$ cat src/rtl/dec10to8_pkg.sv
// Shared constants, disparity classes and sub-block helpers for the 10b/8b decoder.
package dec10to8_pkg;

    localparam int CW_W   = 10;
    localparam int SB6_W  = 6;
    localparam int SB4_W  = 4;
    localparam int BYTE_W = 8;

    localparam logic RD_NEG = 1'b0;
    localparam logic RD_POS = 1'b1;

    localparam logic [CW_W-1:0]   K28_5_RDN  = 10'h0FA;
    localparam logic [CW_W-1:0]   K28_5_RDP  = 10'h305;
    localparam logic [BYTE_W-1:0] K28_5_BYTE = 8'hBC;

    typedef enum logic [1:0] {
        DISP_NEUTRAL = 2'd0,
        DISP_POS     = 2'd1,
        DISP_NEG     = 2'd2,
        DISP_BAD     = 2'd3
    } disp_class_e;

    function automatic disp_class_e class6(input logic [SB6_W-1:0] s);
        disp_class_e c;
        case ($countones(s))
            3:       c = DISP_NEUTRAL;
            4:       c = DISP_POS;
            2:       c = DISP_NEG;
            default: c = DISP_BAD;
        endcase
        return c;
    endfunction

    function automatic disp_class_e class4(input logic [SB4_W-1:0] s);
        disp_class_e c;
        case ($countones(s))
            2:       c = DISP_NEUTRAL;
            3:       c = DISP_POS;
            1:       c = DISP_NEG;
            default: c = DISP_BAD;
        endcase
        return c;
    endfunction

    // Running disparity after a sub-block: nonzero blocks set RD to their own sign.
    function automatic logic rd_after(input disp_class_e c, input logic rd);
        logic r;
        case (c)
            DISP_POS: r = RD_POS;
            DISP_NEG: r = RD_NEG;
            default:  r = rd;
        endcase
        return r;
    endfunction

endpackage

$ cat src/rtl/dec4to3.sv
// Combinational 4b/3b sub-block decoder: fghj plus running disparity to HGF and checks.
module dec4to3
    import dec10to8_pkg::*;
(
    input  logic [SB4_W-1:0] fghj,
    input  logic             rd,
    output logic [2:0]       hgf,
    output disp_class_e      disp,
    output logic             code_err,
    output logic             disp_err
);

    always_comb begin
        hgf      = 3'd0;
        code_err = 1'b0;
        // Alternate codes 0111/1000 are deliberately absent and fall to the error arm.
        case (fghj)
            4'b1011, 4'b0100: hgf = 3'd0;
            4'b1001:          hgf = 3'd1;
            4'b0101:          hgf = 3'd2;
            4'b1100, 4'b0011: hgf = 3'd3;
            4'b1101, 4'b0010: hgf = 3'd4;
            4'b1010:          hgf = 3'd5;
            4'b0110:          hgf = 3'd6;
            4'b1110, 4'b0001: hgf = 3'd7;
            default:          code_err = 1'b1;
        endcase

        disp     = class4(fghj);
        disp_err = !code_err &&
                   ((disp == DISP_POS && rd == RD_POS) ||
                    (disp == DISP_NEG && rd == RD_NEG) ||
                    (fghj == 4'b1100 && rd == RD_POS)  ||
                    (fghj == 4'b0011 && rd == RD_NEG));
    end

endmodule

$ cat src/rtl/dec10to8.sv
// Two-stage 8b/10b symbol decoder with running-disparity tracking and K28.5 detection.
module dec10to8
    import dec10to8_pkg::*;
#(
    parameter logic RD_INIT = RD_NEG
) (
    input  logic              clk,
    input  logic              rst_n,
    input  logic              in_valid,
    input  logic [CW_W-1:0]   codeword,
    output logic              out_valid,
    output logic [BYTE_W-1:0] dataout,
    output logic              is_k,
    output logic              code_err,
    output logic              disp_err,
    output logic              rd_out
);

    // in_valid qualifies codeword; there is no ready, so every cycle with
    // in_valid high is one accepted word, emitted exactly two cycles later.
    logic              s1_valid;
    logic [CW_W-1:0]   s1_code;
    logic              rd;

    logic [SB6_W-1:0]  sb6;
    logic [SB4_W-1:0]  sb4;
    logic [4:0]        edcba;
    logic              err6;
    disp_class_e       c6;
    logic              bad6;
    logic              rd_mid;
    logic              k_prefix;
    logic              k_match;

    logic [2:0]        hgf;
    disp_class_e       c4;
    logic              err4;
    logic              bad4;

    logic              rd_next;
    logic              word_err;
    logic              word_disp_err;

    assign sb6 = s1_code[CW_W-1:SB4_W];
    assign sb4 = s1_code[SB4_W-1:0];

    always_comb begin
        edcba = 5'd0;
        err6  = 1'b0;
        case (sb6)
            6'b100111, 6'b011000: edcba = 5'd0;
            6'b011101, 6'b100010: edcba = 5'd1;
            6'b101101, 6'b010010: edcba = 5'd2;
            6'b110001:            edcba = 5'd3;
            6'b110101, 6'b001010: edcba = 5'd4;
            6'b101001:            edcba = 5'd5;
            6'b011001:            edcba = 5'd6;
            6'b111000, 6'b000111: edcba = 5'd7;
            6'b111001, 6'b000110: edcba = 5'd8;
            6'b100101:            edcba = 5'd9;
            6'b010101:            edcba = 5'd10;
            6'b110100:            edcba = 5'd11;
            6'b001101:            edcba = 5'd12;
            6'b101100:            edcba = 5'd13;
            6'b011100:            edcba = 5'd14;
            6'b010111, 6'b101000: edcba = 5'd15;
            6'b011011, 6'b100100: edcba = 5'd16;
            6'b100011:            edcba = 5'd17;
            6'b010011:            edcba = 5'd18;
            6'b110010:            edcba = 5'd19;
            6'b001011:            edcba = 5'd20;
            6'b101010:            edcba = 5'd21;
            6'b011010:            edcba = 5'd22;
            6'b111010, 6'b000101: edcba = 5'd23;
            6'b110011, 6'b001100: edcba = 5'd24;
            6'b100110:            edcba = 5'd25;
            6'b010110:            edcba = 5'd26;
            6'b110110, 6'b001001: edcba = 5'd27;
            6'b001110:            edcba = 5'd28;
            6'b101110, 6'b010001: edcba = 5'd29;
            6'b011110, 6'b100001: edcba = 5'd30;
            6'b101011, 6'b010100: edcba = 5'd31;
            6'b001111, 6'b110000: edcba = 5'd28;
            default:              err6  = 1'b1;
        endcase

        c6   = class6(sb6);
        bad6 = (c6 == DISP_POS && rd == RD_POS) ||
               (c6 == DISP_NEG && rd == RD_NEG) ||
               (sb6 == 6'b111000 && rd == RD_POS) ||
               (sb6 == 6'b000111 && rd == RD_NEG);
        rd_mid = rd_after(c6, rd);

        // The K28 6b prefix is only legal as part of a complete K28.5 word.
        k_prefix = (sb6 == 6'b001111) || (sb6 == 6'b110000);
        k_match  = (s1_code == K28_5_RDN) || (s1_code == K28_5_RDP);
    end

    dec4to3 u_dec4to3 (
        .fghj     (sb4),
        .rd       (rd_mid),
        .hgf      (hgf),
        .disp     (c4),
        .code_err (err4),
        .disp_err (bad4)
    );

    always_comb begin
        rd_next       = rd_after(c4, rd_mid);
        word_err      = err6 || err4 || (k_prefix && !k_match);
        word_disp_err = bad6 || bad4;
    end

    always_ff @(posedge clk or negedge rst_n) begin
        if (!rst_n) begin
            s1_valid  <= 1'b0;
            s1_code   <= '0;
            out_valid <= 1'b0;
            dataout   <= '0;
            is_k      <= 1'b0;
            code_err  <= 1'b0;
            disp_err  <= 1'b0;
            rd        <= RD_INIT;
        end else begin
            s1_valid  <= in_valid;
            s1_code   <= codeword;
            out_valid <= s1_valid;
            // Idle cycles hold the previous word's outputs and RD.
            if (s1_valid) begin
                if (word_err) begin
                    dataout  <= '0;
                    is_k     <= 1'b0;
                    code_err <= 1'b1;
                    disp_err <= 1'b0;
                end else begin
                    dataout  <= k_match ? K28_5_BYTE : {hgf, edcba};
                    is_k     <= k_match;
                    code_err <= 1'b0;
                    disp_err <= word_disp_err;
                    rd       <= rd_next;
                end
            end
        end
    end

    assign rd_out = rd;

endmodule

$ cat config.mk
export PLATFORM = sky130hd
export DESIGN_NAME = dec10to8
export DESIGN_NICKNAME = d
export VERILOG_FILES = /design/src/rtl/dec10to8_pkg.sv /design/src/rtl/dec4to3.sv /design/src/rtl/dec10to8.sv
export SDC_FILE = /design/constraint.sdc
export NUM_CORES = 1
export LEC_CHECK = 0
export ABC_AREA = 1
export CORE_ASPECT_RATIO = 1.1
export CORE_MARGIN = 2
export CORE_UTILIZATION = 50
export CTS_CLUSTER_DIAMETER = 120
export DETAILED_ROUTE_END_ITERATION = 6
export GPL_TIMING_DRIVEN = 1
export PLACE_DENSITY_LB_ADDON = 0.05
export SKIP_CTS_REPAIR_TIMING = 1
export SYNTH_ARGS = -nofsm -noshare
export SYNTH_HDL_FRONTEND = slang
export SYNTH_SLANG_ARGS = --single-unit
$ cat constraint.sdc
create_clock -name clk -period 2.54 [get_ports clk]
set_clock_uncertainty 0.05 [all_clocks]
set_input_delay 0.508 -clock clk [delete_from_list [all_inputs] [get_ports clk]]
set_output_delay 0.508 -clock clk [all_outputs]
set_load 0.05 [all_outputs]
[Word-level counts from Yosys, hierarchy flattened]
Cells that the tools add are included.
Storage, ports and cells
  register bits: 24
  input bits: 13
  word-level logic and storage cells: 146
Operators by class
  $add $sub $neg: 8
  eq/ne operators: 72
  muxes and demuxes: 13
  bitwise logic cells: 3
  reductions and logical operators: 42
Operators with widths (number)
  5-bit case mux with 31 select lines: 1
  6-bit == test (second input constant): 24
  6-bit by 5-bit == test with 1-bit output (second input constant): 14
  32-bit by 2-bit == test with 1-bit output (second input constant): 2
  48-bit OR reduction: 1
  6-bit by 4-bit == test with 1-bit output (second input constant): 7
  32-bit adder: 1
  32-bit by 1-bit == test with 1-bit output (second input constant): 1
  2-bit OR reduction: 16
  4-bit == test (second input constant): 6
  3-bit case mux with 7 select lines: 1
  6-bit by 3-bit == test with 1-bit output (second input constant): 3
  4-bit by 2-bit == test with 1-bit output (second input constant): 4
  4-bit by 3-bit == test with 1-bit output (second input constant): 4
  8-bit 2-to-1 mux: 2
  2-bit case mux with 3 select lines: 2
  12-bit OR reduction: 1
  1-bit logical OR: 11
  1-bit by 1-bit adder with 2-bit output: 5
  10-bit == test (second input constant): 1
  10-bit by 8-bit == test with 1-bit output (second input constant): 1
  1-bit logical AND: 10
  1-bit 2-to-1 mux: 5
  3-bit by 2-bit adder with 4-bit output: 1
  9 further kinds: 14

[Longest topological paths before layout]
Gate-level depths: netlist (run 1).
  depth in word-level cells: 15
  mapped depth: 16
  depth with buffers taken out: 16

[Modules after synthesis]
Synthesis (run 1) repeated with hierarchy kept, for this count alone.
Unflattened totals
  cell total of the unflattened synthesis: 346
  area, all modules: 2232.1 sq um
Modules (own cells, without submodules)
  dec10to8: instances 1, cells each 297, area each 1935.6 sq um
  dec4to3: instances 1, cells each 49, area each 296.5 sq um

[Least setup slack after synthesis (run 1)]
No wires, ideal clock.
  path type: register to register
  start: register s1_code[4]
  end: register disp_err
  data arrival time: 2.704 ns
  data required time: 2.424 ns
  path slack: -0.280 ns
  cell stages (with the launch flop): 17
  period minus slack after synthesis: 2.820 ns
  cells stage by stage: dfrtp_1 > fa_1 > inv_1 > fa_1 > inv_1 > ha_1 > inv_1 > fa_1 > nor2_1 > nand2_1 > nand2_1 > nand2_1 > nand3_1 > nand3_1 > nand2_1 > nand3_1 > nand2_1
Between the ends
  longest elaborated chain between the ends: 15
  elaborated cells on any way between the ends: 86
  classes of those cells: add/sub (3); eq/ne (55); mux (4); bitwise (1); reduce/logical (23)
Ends and longest elaborated chain
  start, declared: RTL line dec10to8.sv:22  | logic [CW_W-1:0] s1_code;
  start signal, assigned: RTL line dec10to8.sv:126  | s1_code <= codeword;
  1-bit by 1-bit adder with 2-bit output (implied by the code): RTL line dec10to8_pkg.sv:25  | case ($countones(s))
  2-bit by 2-bit adder with 3-bit output (implied by the code): RTL line dec10to8_pkg.sv:25
  3-bit by 2-bit adder with 4-bit output (implied by the code): RTL line dec10to8_pkg.sv:25
  4-bit by 2-bit == test with 1-bit output or 4-bit by 3-bit == test with 1-bit output (tied branches): RTL line dec10to8_pkg.sv:25
  2-bit case mux with 3 select lines: RTL line dec10to8_pkg.sv:25
  2-bit == test or 2-bit by 1-bit == test with 1-bit output (tied branches): RTL line dec10to8_pkg.sv:48, dec10to8.sv:89, dec10to8.sv:88
  1-bit case mux with 2 select lines: RTL line dec10to8_pkg.sv:48  | case (c)
  1-bit inverter: RTL line dec4to3.sv:32, dec4to3.sv:34
  1-bit logical AND: RTL line dec4to3.sv:32  | (disp == DISP_NEG && rd == RD_NEG) ||
  1-bit logical OR: RTL line dec4to3.sv:31  | ((disp == DISP_POS && rd == RD_POS) ||
  1-bit logical OR: RTL line dec4to3.sv:32
  1-bit logical OR: RTL line dec4to3.sv:33  | (fghj == 4'b1100 && rd == RD_POS) ||
  1-bit logical AND: RTL line dec4to3.sv:30  | disp_err = !code_err &&
  1-bit logical OR: RTL line dec10to8.sv:111  | word_disp_err = bad6 || bad4;
  1-bit 2-to-1 mux (*): RTL line dec10to8.sv:130  | if (word_err) begin
  end signal, assigned: RTL line dec10to8.sv:139  | disp_err <= word_disp_err;
  end, declared: RTL line dec10to8.sv:15  | output logic disp_err,
Mark *: on every way between the ends. The rest lies on a longest branch, timed or not.
A chain may end at the register's enable or synchronous reset.

[Worst setup path after layout (run 1)]
Ends and elaborated chain as after synthesis.

==> reports/results.tsv, run 1 <==
metric	value	unit
status	complete, but fails checks	
violations	negative setup slack	
grt_pass1_wl	8910	um
htree_levels	1	
placed_cell_area	0.00255	mm^2
dp_worst_setup_slack	-0.354	ns
synth_area_leaders	dfrtp_1 26%, nand2_1 18%, nand3_1 11%, nor2_1 10%, ha_1 8.8%	
netlist_instances	349	
seq_area	601	um^2
start_util	52.4	%
critPathTopFamily	adder cells	
drtIter0Drc	139	
grt_pass1_vias	2012	
path_cells	fa_1 > inv_1 > fa_1 > inv_1 > ha_1 > inv_1 > fa_1 > nor2_1 > nand2_1 > nand2_1 > nand2_1 > nand3_1 > nand3_1 > nand2_1 > nand3_1 > nand2_1	
crit_slowest_cell	fa_1	
multi_input_area	0.00144	mm^2
peakVddDrop	442	uV
p_per_area	455	mW/mm^2
crit_required	2.70	ns
worst-path-buf-inv	3	
seq_power_share	38.2	%
rsz0062_at_grt	yes	
final_cell_mix	109 x nand2_1, 60 x nor2_1, 50 x nand3_1	
synth.top_cell.area_share	26.4	%
fmax	0.346	GHz
syn_area	0.00228	mm^2
cts_tree	yes	
finalMaxSlewViolations	0	
hold_viol	0	
drc	0	
fin_ws	-0.352	ns
ys_ff_latch	24	
num_rows	25	
drive_gt1_share	8.06	%
syn_nets	382	
synth_cell_type_count	28	
die_area	0.00511	mm^2
clock_latency	0.26	ns
cp_max_fo	2	
firstDrtPassIters	4	
gp_congestion	0.873	
finalCoreUtilization	59.8	%
cp-start-kind	flop	
ys_warn_count	0	
max_slew_margin	60.4	%
num_vias	2195	
end_kind	flop	
p_int	710	uW
clockRootBuffer	clkbuf_8	
vias_per_cell	5.15	
crit_arrival	3.05	ns
cp_common_cell	nand2_1	
worstMarginPinSlew	0.593	ns
die_x	68.3	um
p_clk_share	18.5	%
drtAntennaViolNets	0	
instances_no_fill	426	
grt_overflow	0	
avgRoutedWirePerCell	12.3	um
total_power	1180	uW
final_common_cell	nand2_1	
setup_viol	2	
fillCellCount	414	
maxCapViolCount	0	
critPathKind	flop to flop	
final_nets	407	
clockBufferDepth	2	
portBuffers	25	
die_h	74.8	um
grt.total_usage	22.8	%
core-area	0.00435	mm^2
cts_num_sinks	24	
p_sw	473	uW
grt_max_degree	25	
period_needed	2.89	ns
synth_seq_area_share	26.4	%
max_stage_delay	0.54	ns
ios	26	
placed_cells	423	
holdCritPathClass	flop to flop	
final_cell_area	0.00260	mm^2
avgSynthCellArea	6.52	um^2
antennaDiodeCount	0	
synthToLayoutAreaGrowth	14.2	%
dpl.hpwl	4090	um
cts_made_buffers	3	
p_leak	0.00147	uW
antenna_found_initial	0	
clk_pin_slew	0.08	ns
synth_top_area_cell	dfrtp_1	
switching_share	40.0	%
fin_crit_sh	114	%
totalWireLength	5250	um
combPwrFrac	43.3	%
[flip-flops by register name, summed over array words and instances (netlist names)]
| register | count |
|---|---|
| out_valid | 1 |
| s1_valid | 1 |
| rd_out | 1 |
| is_k | 1 |
| code_err | 1 |
| s1_code | 10 |
| disp_err | 1 |
| dataout | 8 |
[final cells by class]
cell class / instances / share of cell area [%]
Inverter: 39 / 5.63
Timing Repair Buffer: 32 / 11.6
Sequential cell: 24 / 23.1
Clock buffer: 3 / 1.59
Tap cell: 54 / 2.60
Multi-Input combinational cell: 274 / 55.4
[layer usage]
layer / track usage (%) / part of all wire, % / wire length (um)
met1: 31.8 / 48 / 2500
met2: 37.6 / 46 / 2410
met3: 2.24 / 5.2 / 273
met4: 6.22 / 1.3 / 70
met5: 0 / 0 / 0
[power by group through the flow]
stage	Combinational [uW]	Clock (uW)	Sequential [uW]
5_1_grt	569	246	458
6_report	513	219	452
3_3_place_gp	505	0	459
2_1_floorplan	271	0	553
3_5_place_dp	508	0	459
4_1_cts	511	228	453
[cell usage after synthesis (all sizes together)]
cell type,instances
a21oi,5
a31oi,1
buf,12
dfrtp,24
fa,4
ha,16
inv,39
nand2,111
nand3,53
nand3b,4
nand4,5
nor2,66
nor3,2
nor4,1
o21ai,4
o22ai,1
o2bb2ai,1
[worst paths after layout]
path | start | to | slack [ns] | cells past startpoint
min | s1_valid | out_valid | 0.39 | 0
min reg2reg | s1_valid | out_valid | 0.39 | 0
max reg2reg | s1_code[4] | disp_err | -0.35 | 16
min in group asynchronous | rst_n | s1_code[0] | 0.55 | 2
max | s1_code[4] | disp_err | -0.35 | 16
max in group asynchronous | rst_n | dataout[4] | 1.66 | 2
[cells by family after synthesis]
| family | count (synthesis) | share of synthesized area, % |
|---|---|---|
| AND/OR/NAND/NOR | 242 | 46.7 |
| buffers and inverters | 51 | 10.8 |
| flip-flops | 24 | 26.4 |
| adder cells (fa/ha/maj) | 20 | 12.3 |
| AO/OA/AOI/OAI | 12 | 3.85 |
[metrics by stage]
stage | TNS (ns) | hold slack [ns]
after floorplan | -0.501 | 0.162
after global routing | -1.02 | 0.417
final | -0.653 | 0.391
after detailed placement | -0.664 | 0.377
after CTS | -0.709 | 0.396
after global placement | -0.600 | 0.371
Power figures use the tool's default switching activity.
==> run 2, diff against run 1 <==
==> constraint.sdc (replaced) <==
create_clock -name clk -period 2.5 [get_ports clk]
set_clock_uncertainty 0.05 [all_clocks]
set_input_delay 0.5 -clock clk [delete_from_list [all_inputs] [get_ports clk]]
set_output_delay 0.5 -clock clk [all_outputs]
set_load 0.05 [all_outputs]
==> reports/results.tsv, run 2 (synthesis gave the netlist of run 1 again) <==
metric	value	unit	change
status	complete, but fails checks		
violations	negative setup slack		
gp_congestion	0.870		-0.39%
clk_pin_slew	0.09	ns	about the same
antennaDiodeCount	0		unchanged
final_cell_area	0.00265	mm^2	+1.8%
cp-start-kind	flop		
cp_common_cell	nand2_1		
max_slew_margin	60.6	%	+0.19 points
final_common_cell	nand2_1		
setup_viol	2		unchanged
top_register	s1_code		
htree_levels	1		unchanged
end_kind	flop		
synthToLayoutAreaGrowth	16.2	%	
fin_ws	-0.414	ns	-0.0628 ns
die_h	74.8	um	unchanged
cp_max_fo	2		unchanged
drtIter0Drc	149		+7.2%
cts_num_sinks	24		unchanged
finalHoldWorstSlack	0.399	ns	+0.00863 ns
core-area	0.00435	mm^2	unchanged
critPathKind	flop to flop		
finalMaxSlewViolations	0		unchanged
totalWireLength	5430	um	+3.5%
setup_tns	-0.752	ns	-0.0996 ns
finalCoreUtilization	60.9	%	+1.1 points
final_nets	412		+1.2%
peakVddDrop	336	uV	-24%
vias_per_cell	5.26		+2.1%
dpl.hpwl	4180	um	+2.1%
clockRootBuffer	clkbuf_8		
grt_max_degree	25		unchanged
start_util	52.4	%	unchanged
drive_gt1_share	10.1	%	+2.0 points
placed_cell_area	0.00259	mm^2	+1.5%
p_sw	495	uW	+4.6%
clockBufferDepth	2		unchanged
largest_reg_flops	10		unchanged
fmax	0.343	GHz	-0.78%
hold_viol	0		unchanged
num_vias	2273		+3.6%
grt.total_usage	23.8	%	+1.0 points
cts_made_buffers	3		unchanged
max_stage_delay	0.54	ns	about the same
cts_tree	yes		
drtAntennaViolNets	0		unchanged
p_leak	0.00150	uW	+2.0%
firstDrtPassIters	4		unchanged
multi_input_area	0.00144	mm^2	-0.35%
worstMarginPinSlew	0.590	ns	-0.00281 ns
seq_power_share	36.2	%	-2.0 points
grt_pass1_vias	2099		+4.3%
num_rows	25		unchanged
reg.largest.list	s1_code x10, dataout x8		
grt_overflow	0		unchanged
crit_arrival	3.04	ns	about the same
ios	26		unchanged
crit_required	2.62	ns	-0.08 ns
period_needed	2.91	ns	+0.0228 ns
combPwrFrac	42.5	%	-0.8 points
seq_area	601	um^2	unchanged
crit_slowest_cell	fa_1		
die_area	0.00511	mm^2	unchanged
p_per_area	475	mW/mm^2	+4.4%
maxCapViolCount	0		unchanged
fin_crit_sh	117	%	+2.7 points
p_clk_share	21.3	%	+2.8 points
final_cell_mix	109 x nand2_1, 60 x nor2_1, 50 x nand3_1		
fillCellCount	447		+8.0%
avgRoutedWirePerCell	12.6	um	+2.1%
antenna_found_initial	0		unchanged
switching_share	39.4	%	-0.61 points
portBuffers	25		unchanged
p_int	762	uW	+7.3%
die_x	68.3	um	unchanged
path_cells	fa_1 > inv_1 > fa_1 > inv_1 > ha_2 > inv_2 > fa_1 > nor2_1 > nand2_1 > nand2_1 > nand2_1 > nand3_1 > nand3_1 > nand2_1 > nand3_1 > nand2_1		
holdCritPathClass	flop to flop		
drc	0		unchanged
grt_pass1_wl	9090	um	+2.1%
reg2reg_slack	-0.41	ns	-0.06 ns
clock_latency	0.27	ns	about the same
rsz0062_at_grt	yes		
[run 2: layout make-up]
class                   count  share of cell area (%)
inverters                  39                    5.53
repair buffers             37                    12.9
well taps                  54                    2.55
flip-flops and latches     24                    22.7
multi-input cells         274                    54.3
clock buffers               4                    2.08
[run 2: per-stage QoR]
stage	total power [uW]	std cells	worst slack, ns
6_report	1260	432	-0.414
3_3_place_gp	988	428	-0.366
5_1_grt	1340	432	-0.615
2_1_floorplan	838	349	-0.305
4_1_cts	1270	432	-0.453
3_5_place_dp	994	428	-0.429
[run 2: final timing paths]
kind	to	depth (start not counted)	from
min in group asynchronous	s1_code[0]	2	rst_n
max in group asynchronous	dataout[2]	2	rst_n
min	out_valid	0	s1_valid
max	disp_err	16	s1_code[7]
max reg2reg	disp_err	16	s1_code[7]
min reg2reg	out_valid	0	s1_valid
[run 2: power by group through the flow]
stage	clock (uW)	combinational, uW	sequential [uW]
finish	268	534	455
global route	289	594	461
CTS	276	535	455
detailed placement	0	532	462
global placement	0	526	462
floorplan	0	276	562
[run 2: critical path, delay by kind of cell, from the launching register on]
family,cells,cell delay (ns)
AND/OR/NAND/NOR,9,0.58
flip-flops,1,0.40
buffers and inverters,3,0.15
adder cells (fa/ha/maj),4,1.64
[run 2: per-layer routing]
layer / GRT usage [%] / vias to the layer above / wire length, um
li1: - / 1156 / -
met1: 31.3 / 1041 / 2480
met2: 40.7 / 69 / 2560
met3: 1.79 / 7 / 316
met4: 8.89 / 0 / 76
met5: 0 / - / 0
==> run 3, diff against run 2 <==
--- a/config.mk
+++ b/config.mk
@@ -13,6 +13,7 @@
 export DETAILED_ROUTE_END_ITERATION = 6
 export GPL_TIMING_DRIVEN = 1
 export PLACE_DENSITY_LB_ADDON = 0.05
+export SETUP_SLACK_MARGIN = 0.2
 export SKIP_CTS_REPAIR_TIMING = 1
 export SYNTH_ARGS = -nofsm -noshare
 export SYNTH_HDL_FRONTEND = slang
==> reports/results.tsv, run 3 (synthesis gave the netlist of run 1 again) <==
metric	value	unit	change
fillCellCount	441		-1.3%
critPathTopFamily	adder cells		
largest_reg_flops	10		unchanged
top_register	s1_code		
p_per_area	472	mW/mm^2	-0.63%
final_cell_mix	109 x nand2_1, 57 x nor2_1, 50 x nand3_1		
drc	0		unchanged
period_needed	2.91	ns	-0.000934 ns
violations	negative setup slack		
final_common_cell	nand2_1		
cp-start-kind	flop		
crit_required	2.62	ns	about the same
dpl.hpwl	4180	um	unchanged
hold_viol	0		unchanged
path_cells	fa_1 > inv_1 > fa_1 > inv_1 > ha_2 > inv_2 > fa_1 > nor2_1 > nand2_1 > nand2_1 > nand2_1 > nand3_1 > nand3_1 > nand2_1 > nand3_1 > nand2_1		
use_met1	31.3	%	unchanged
placed_cell_area	0.00259	mm^2	unchanged
multi_input_area	0.00147	mm^2	+2.1%
holdCritPathClass	flop to flop		
num_vias	2264		-0.40%
seq_area	601	um^2	unchanged
path_depth	16		unchanged
grt_util_met2	40.7	%	unchanged
end_kind	flop		
finalMaxSlewViolations	0		unchanged
drtIter0Drc	174		+17%
cp_max_fo	2		unchanged
htree_levels	1		unchanged
crit_slowest_cell	fa_1		
worstSetupEndpoint	disp_err		
firstDrtPassIters	4		unchanged
avgRoutedWirePerCell	12.5	um	-0.27%
crit_path_start	s1_code[7]		
final_nets	413		+0.24%
die_h	74.8	um	unchanged
max_stage_delay	0.54	ns	about the same
peakVddDrop	318	uV	-5.4%
worstMarginPinSlew	0.596	ns	+0.00581 ns
clk_pin_slew	0.09	ns	about the same
fmax	0.343	GHz	about the same
drtAntennaViolNets	0		unchanged
grt_overflow	0		unchanged
final_cell_area	0.00270	mm^2	+1.9%
portBuffers	25		unchanged
fin_crit_sh	117	%	about the same
totalWireLength	5430	um	about the same
max_slew_margin	60.2	%	-0.39 points
drive_gt1_share	12.1	%	+2.1 points
start_util	52.4	%	unchanged
rsz0062_at_grt	yes		
placed_cells	428		unchanged
clockBufferDepth	2		unchanged
setup_viol	2		unchanged
ff2ff_path_depth	16		unchanged
p_leak	0.00150	uW	+0.36%
critPathKind	flop to flop		
grt.total_usage	23.8	%	unchanged
cp_common_cell	nand2_1		
grt_pass1_vias	2099		unchanged
grt_max_degree	25		unchanged
clock_latency	0.27	ns	about the same
use_met3	1.79	%	unchanged
finalHoldWorstSlack	0.393	ns	-0.00638 ns
fin_ws	-0.414	ns	+0.000934 ns
die_area	0.00511	mm^2	unchanged
clockRootBuffer	clkbuf_8		
num_rows	25		unchanged
maxCapViolCount	0		unchanged
r2r_start	s1_code[7]		
die_x	68.3	um	unchanged
dp_worst_setup_slack	-0.429	ns	unchanged
status	complete, but fails checks		
cts_num_sinks	24		unchanged
instances_no_fill	433		+0.23%
synthToLayoutAreaGrowth	18.4	%	
r2r_end	disp_err		
cts_made_buffers	3		unchanged
antenna_found_initial	0		unchanged
antennaDiodeCount	0		unchanged
vias_per_cell	5.23		-0.63%
crit_arrival	3.04	ns	about the same
core-area	0.00435	mm^2	unchanged
ios	26		unchanged
gp_congestion	0.870		unchanged
cts_tree	yes		
worst-path-buf-inv	3		unchanged
reg2reg_slack	-0.41	ns	about the same
top_usage_layer	met2		
reg.largest.list	s1_code x10, dataout x8		
grt_pass1_wl	9090	um	unchanged
setup_tns	-0.748	ns	+0.00390 ns
## run 3: layout make-up
| cell class | count | area share [%] |
|---|---|---|
| multi-input cells | 274 | 54.4 |
| inverters | 39 | 5.43 |
| clock buffers | 4 | 2.04 |
| flip-flops and latches | 24 | 22.3 |
| repair buffers | 38 | 13.4 |
| well taps | 54 | 2.51 |
## run 3: worst register-to-register path, stage by stage (launching register included)
cell and delay (ns):
dfrtp_1 0.40, fa_1 0.54, inv_1 0.05, fa_1 0.43, inv_1 0.08, ha_2 0.17, inv_2 0.03, fa_1 0.50
nor2_1 0.05, nand2_1 0.07, nand2_1 0.06, nand2_1 0.08, nand3_1 0.07, nand3_1 0.08, nand2_1 0.05, nand3_1 0.07
nand2_1 0.05
## run 3: metrics by stage
step	total power [uW]	utilization [%]
6_report	1270	62.0
5_1_grt	1360	62.0
4_1_cts	1270	60.7
3_5_place_dp	994	59.5
3_3_place_gp	988	59.5
2_1_floorplan	838	-
## run 3: per-layer routing
| metal | vias up | share of wire (%) |
|---|---|---|
| li1 | 1156 | - |
| met1 | 1041 | 46 |
| met2 | 58 | 46 |
| met3 | 9 | 5.4 |
| met4 | 0 | 1.9 |
| met5 | - | 0 |
## run 3: how the worst min path moves through the flow
stage / from / to / slack, ns / cells after the start
CTS: s1_valid / out_valid / 0.40 / 0
floorplan: rst_n / code_err / 0.15 / 0
detailed placement: s1_valid / out_valid / 0.37 / 0
global route: s1_valid / out_valid / 0.41 / 0
finish: s1_valid / out_valid / 0.39 / 0
global placement: s1_valid / out_valid / 0.37 / 0
## run 3: power by group
part	internal [uW]	switching [uW]	leakage, uW
logic	206	345	0.00117
registers	426	28.6	0.000300
clock network	141	126	0.0000288
total	773	500	0.00150
==> patch 1: new RTL, settings of run 1 <==
The package constant `BYTE_W` goes from 8 to 10.
--- a/src/rtl/dec10to8_pkg.sv
+++ b/src/rtl/dec10to8_pkg.sv
@@ -5,5 +5,5 @@
     localparam int SB6_W  = 6;
     localparam int SB4_W  = 4;
-    localparam int BYTE_W = 8;
+    localparam int BYTE_W = 10;
 
     localparam logic RD_NEG = 1'b0;
Ports: changed (resized dataout); port bits go from 26 to 28. No check against the original RTL was run, so the function may have changed too.
==> patch 1 against run 1 <==
The run still ends with setup timing left. Global-route usage up 1.3 points. Wire length up 2.9%. Power increased by 11%. Hold slack better by 10 ps. Count of clock-buffer cells in the layout unchanged. Fmax down 1.4%. Setup slack got worse by 42 ps. Via count rose by 4.2%. Synthesized area decreased by 1.9%. Sequential cell count did not move. Cell area up 1.9%. Critical endpoint unchanged. Largest cell class unchanged. Largest power group unchanged.
==> patch 1: results (changes against run 1) <==
PnR worst setup slack=-393 ps (-41.7 ps); vias in the first global route=2149 (+6.8%); CTS Buf Count=3 (unchanged); status=finished, violations left; mapped cell area=0.00223 mm² (-1.9%); Final #Nets=417 (+2.5%); setup TNS=-736 ps (-83.7 ps); Fillers=444 (+7.2%); Clock power frac=25.9% (+7.4 points); Post-synth top cells=nand2_1, nor2_1, nand3_1; first-pass GRT wire length=9130 µm (+2.5%); share of the synthesized area in the top cell type=26.9% (+0.50 points); CP max stage delay=540 ps (about the same); Crit. End Element=register; hpwl dp=4250 µm (+3.9%); dpl cell area=0.00256 mm² (+0.44%); antenna-violating nets left=0 (unchanged); fin cells=437 (+2.6%); Placed Instances=431 (+1.9%); ranking of synthesized cells by area=dfrtp_1, nand2_1, nand3_1, nor2_1, ha_1; Cells after Synth=352 (+0.86%); Netlist cell types=26 (-7.1%); Worst slew margin=46.1% (-14 points); worst r2r dst=disp_err$_DFFE_PN0P_; via-per-instance ratio=5.24 (+1.6%); GRT Total Usage=24.0% (+1.3 points); final instance area=0.00265 mm² (+1.9%); initial antenna violation count=0 (unchanged); Place WS=-406 ps (-52.0 ps); Async SR Flop Fraction=100% (unchanged); H-tree depth=1 (unchanged); first-iteration detailed-routing DRC count=94 (-32%); Sw Share=37.5% (-2.5 points); Int Pwr=819 µW (+15%); final setup vio count=2 (unchanged); sequential share of the synthesized area=26.9% (+0.50 points); WL per Instance=12.4 µm (+0.32%); Pre-antenna DRT Iters=5 (+1); Setup crit start=s1_code[7]$_DFF_PN0_; clock latency at the later pin of the worst-skew pair=270 ps; Pleak=1.49 nW (+1.6%); R2R depth=16 (unchanged); routability cong.=0.911 (+4.3%); worst-path maximum fanout=2 (unchanged); share of layout cells above drive strength 1=8.09% (+0.029 points); Top Registers=s1_code x10, dataout x8; maximum VDD drop=0.302 mV (-32%); Comb. pwr=520 µW (+1%); failing checks=setup timing
[patch 1: cell count changes in the layout (fill, tap and decap cells not counted), sizes merged, moves of 2 or more]
cell,run 1,this run
conb,0,2
nor2,66,68
o21ai,4,6
nand4,5,7
nand2,111,109
nand3b,4,2
buf,7,15
[patch 1: worst min-delay path by stage]
stage	start	endpoint	slack (ps)	depth (start not counted)
floorplan	rst_n	code_err$_DFFE_PN0P_	160	0
global placement	s1_valid$_DFF_PN0_	out_valid$_DFF_PN0_	390	0
detailed placement	s1_valid$_DFF_PN0_	out_valid$_DFF_PN0_	380	0
CTS	s1_valid$_DFF_PN0_	out_valid$_DFF_PN0_	400	0
global route	s1_valid$_DFF_PN0_	out_valid$_DFF_PN0_	450	0
finish	s1_valid$_DFF_PN0_	out_valid$_DFF_PN0_	400	0
[patch 1: layout make-up]
| type | count | share of cell area [%] |
|---|---|---|
| inverters | 38 | 5.38 |
| well taps | 54 | 2.55 |
| multi-input cells | 277 | 53.0 |
| repair buffers | 40 | 13.7 |
| clock buffers | 3 | 1.56 |
| flip-flops and latches | 24 | 22.7 |
| clock inverters | 1 | 1.13 |
[patch 1: layer usage]
metal	vias to the layer above	global-route usage [%]	share of wire [%]
met5	-	0	0
met2	58	41.5	49
met1	1051	30.0	43
met4	0	10.7	3.2
li1	1163	-	-
met3	16	2.72	4.6
[patch 1: kinds of logic (layout without fill, tap and decap cells)]
family | after synthesis | count (layout) | share of synthesized area [%]
AOI/OAI and AO/OA | 15 | 15 | 4.59
adders and majority gates | 20 | 20 | 12.5
buffers and inverters | 52 | 82 | 10.6
DFF | 24 | 24 | 26.9
other | 1 | 2 | 0.168
and+or+nand+nor | 240 | 240 | 45.2
==> patch 2: new RTL, settings of run 1 <==
Without the edit above. Reset style: synchronous (`rst_n`), changed in one clocked block.
--- a/src/rtl/dec10to8.sv
+++ b/src/rtl/dec10to8.sv
@@ -112,5 +112,5 @@
     end
 
-    always_ff @(posedge clk or negedge rst_n) begin
+    always_ff @(posedge clk) begin
         if (!rst_n) begin
             s1_valid  <= 1'b0;
Function: differs if rst_n is asserted again (counterexample within 4 cycles, from zero or initial values and one cycle with rst_n low); with rst_n held inactive, the same outputs for 10 cycles.
==> patch 2 against run 1 <==
The run still ends with setup timing left. Synthesized area is 3.7% lower. Wire length is 3.7% higher. Synthesized cell count is 4.0% higher. Critical endpoint is now disp_err$_SDFFE_PN0P_. Setup slack worse by 86 ps. Critical path depth stayed put. Clock power is 51% higher. Cell area hardly changed. Combinational power is 40% lower. Largest cell class unchanged. Power is 12% lower. Critical path type unchanged. Via count is 7.7% higher. Sequential cell count stayed put. Sequential share of layout area is 4.6 points lower.
==> patch 2: results (changes against run 1) <==
status=finished, violations left; failing checks=setup timing; Final #Nets=424 (+4.2%); ranking of synthesized cells by area=dfxtp_1, nand2_1, nand3_1, ha_1, nor2_1; met2 wire length=2610 µm (+8.4%); routability cong.=0.959 (+9.8%); fraction of area in multi-input gates=57.0% (+1.5 points); Fillers=437 (+5.6%); vias in the first global route=2161 (+7.4%); buffer count excluding the clock tree in the final layout=35 (+9.4%); final setup vio count=2 (unchanged); Multi-input comb cells=281 (+2.6%); routing usage on met1=31.8% (+0.034 points); PnR worst setup slack=-438 ps (-85.9 ps); met3 Resource Use GR=2.30% (+0.055 points); hold path endpoint=dataout[5]$_SDFFE_PN0P_; Vias=2364 (+7.7%); Seq area share=18.5% (-4.6 points); Async SR Flop Fraction=0% (-100 points); Signal buf overhead=12.5% (+0.86 points); Setup crit start=s1_code[4]$_SDFF_PN0_; hpwl dp=4240 µm (+3.6%); ys flop type=dfxtp_1; CP Data Arrival Time=3120 ps (+70 ps); syn nets=396 (+3.7%); Netlist cell types=30 (+7.1%); sequential share of the synthesized area=21.9% (-4.5 points); share of layout cells above drive strength 1=10.0% (+1.9 points); maximum VDD drop=0.391 mV (-12%); Routed Wire Length=5440 µm (+3.7%); hold_sp=dataout[5]$_SDFFE_PN0P_; first-iteration detailed-routing DRC count=266 (+91%); Hold Path Cell Cnt=2 (+2); worst r2r dst=disp_err$_SDFFE_PN0P_; nonclk inv count=46 (+18%); Layout clock area frac=2.74% (+1.2 points); setup TNS=-667 ps (-14.6 ps)
patch 2: cell types whose count changed after synthesis, moves of 3 or more:
cell,run 1,this run
inv_1,33,38
clkbuf_1,0,3
dfrtp_1,24,0
dfxtp_1,0,24
nand4_1,5,8
buf_4,1,6
a21oi_1,3,19
nor2_1,61,45
buf_6,6,1
nand2_1,109,114
patch 2: critical path: stages, from the launching register on:
cell     delay, ps
dfxtp_2        340
fa_1           530
inv_1           50
fa_1           420
inv_1           70
ha_2           160
inv_2           40
fa_1           450
nor2_1         100
nand2_1         80
a21oi_2        170
inv_1           50
nand2_1         50
nand3_1         70
nand2_1         70
nand3_2         70
a21oi_2        120
patch 2: stage by stage:
| step | instance area [µm²] | std cells | hold slack, ps |
|---|---|---|---|
| 2_1_floorplan | 2210 | 363 | 396 |
| 3_3_place_gp | 2520 | 440 | 403 |
| 3_5_place_dp | 2520 | 440 | 407 |
| 4_1_cts | 2590 | 444 | 421 |
| 5_1_grt | 2600 | 444 | 441 |
| 6_report | 2600 | 444 | 419 |
patch 2: cell families (layout without fill, tap and decap cells):
group | count (synthesis) | count (layout) | synth area share [%]
AND/OR/NAND/NOR | 234 | 234 | 47.1
buffers and inverters | 58 | 85 | 11.5
AO/OA/AOI/OAI | 27 | 27 | 6.79
flip-flops | 24 | 24 | 21.9
adder cells (fa/ha/maj) | 20 | 20 | 12.8
patch 2: power groups by stage:
stage | combinational (mW) | clock [mW] | sequential (mW)
2_1_floorplan | 0.204 | 0 | 0.426
3_5_place_dp | 0.305 | 0 | 0.411
3_3_place_gp | 0.302 | 0 | 0.410
5_1_grt | 0.353 | 0.355 | 0.404
6_report | 0.308 | 0.331 | 0.402
4_1_cts | 0.306 | 0.336 | 0.402
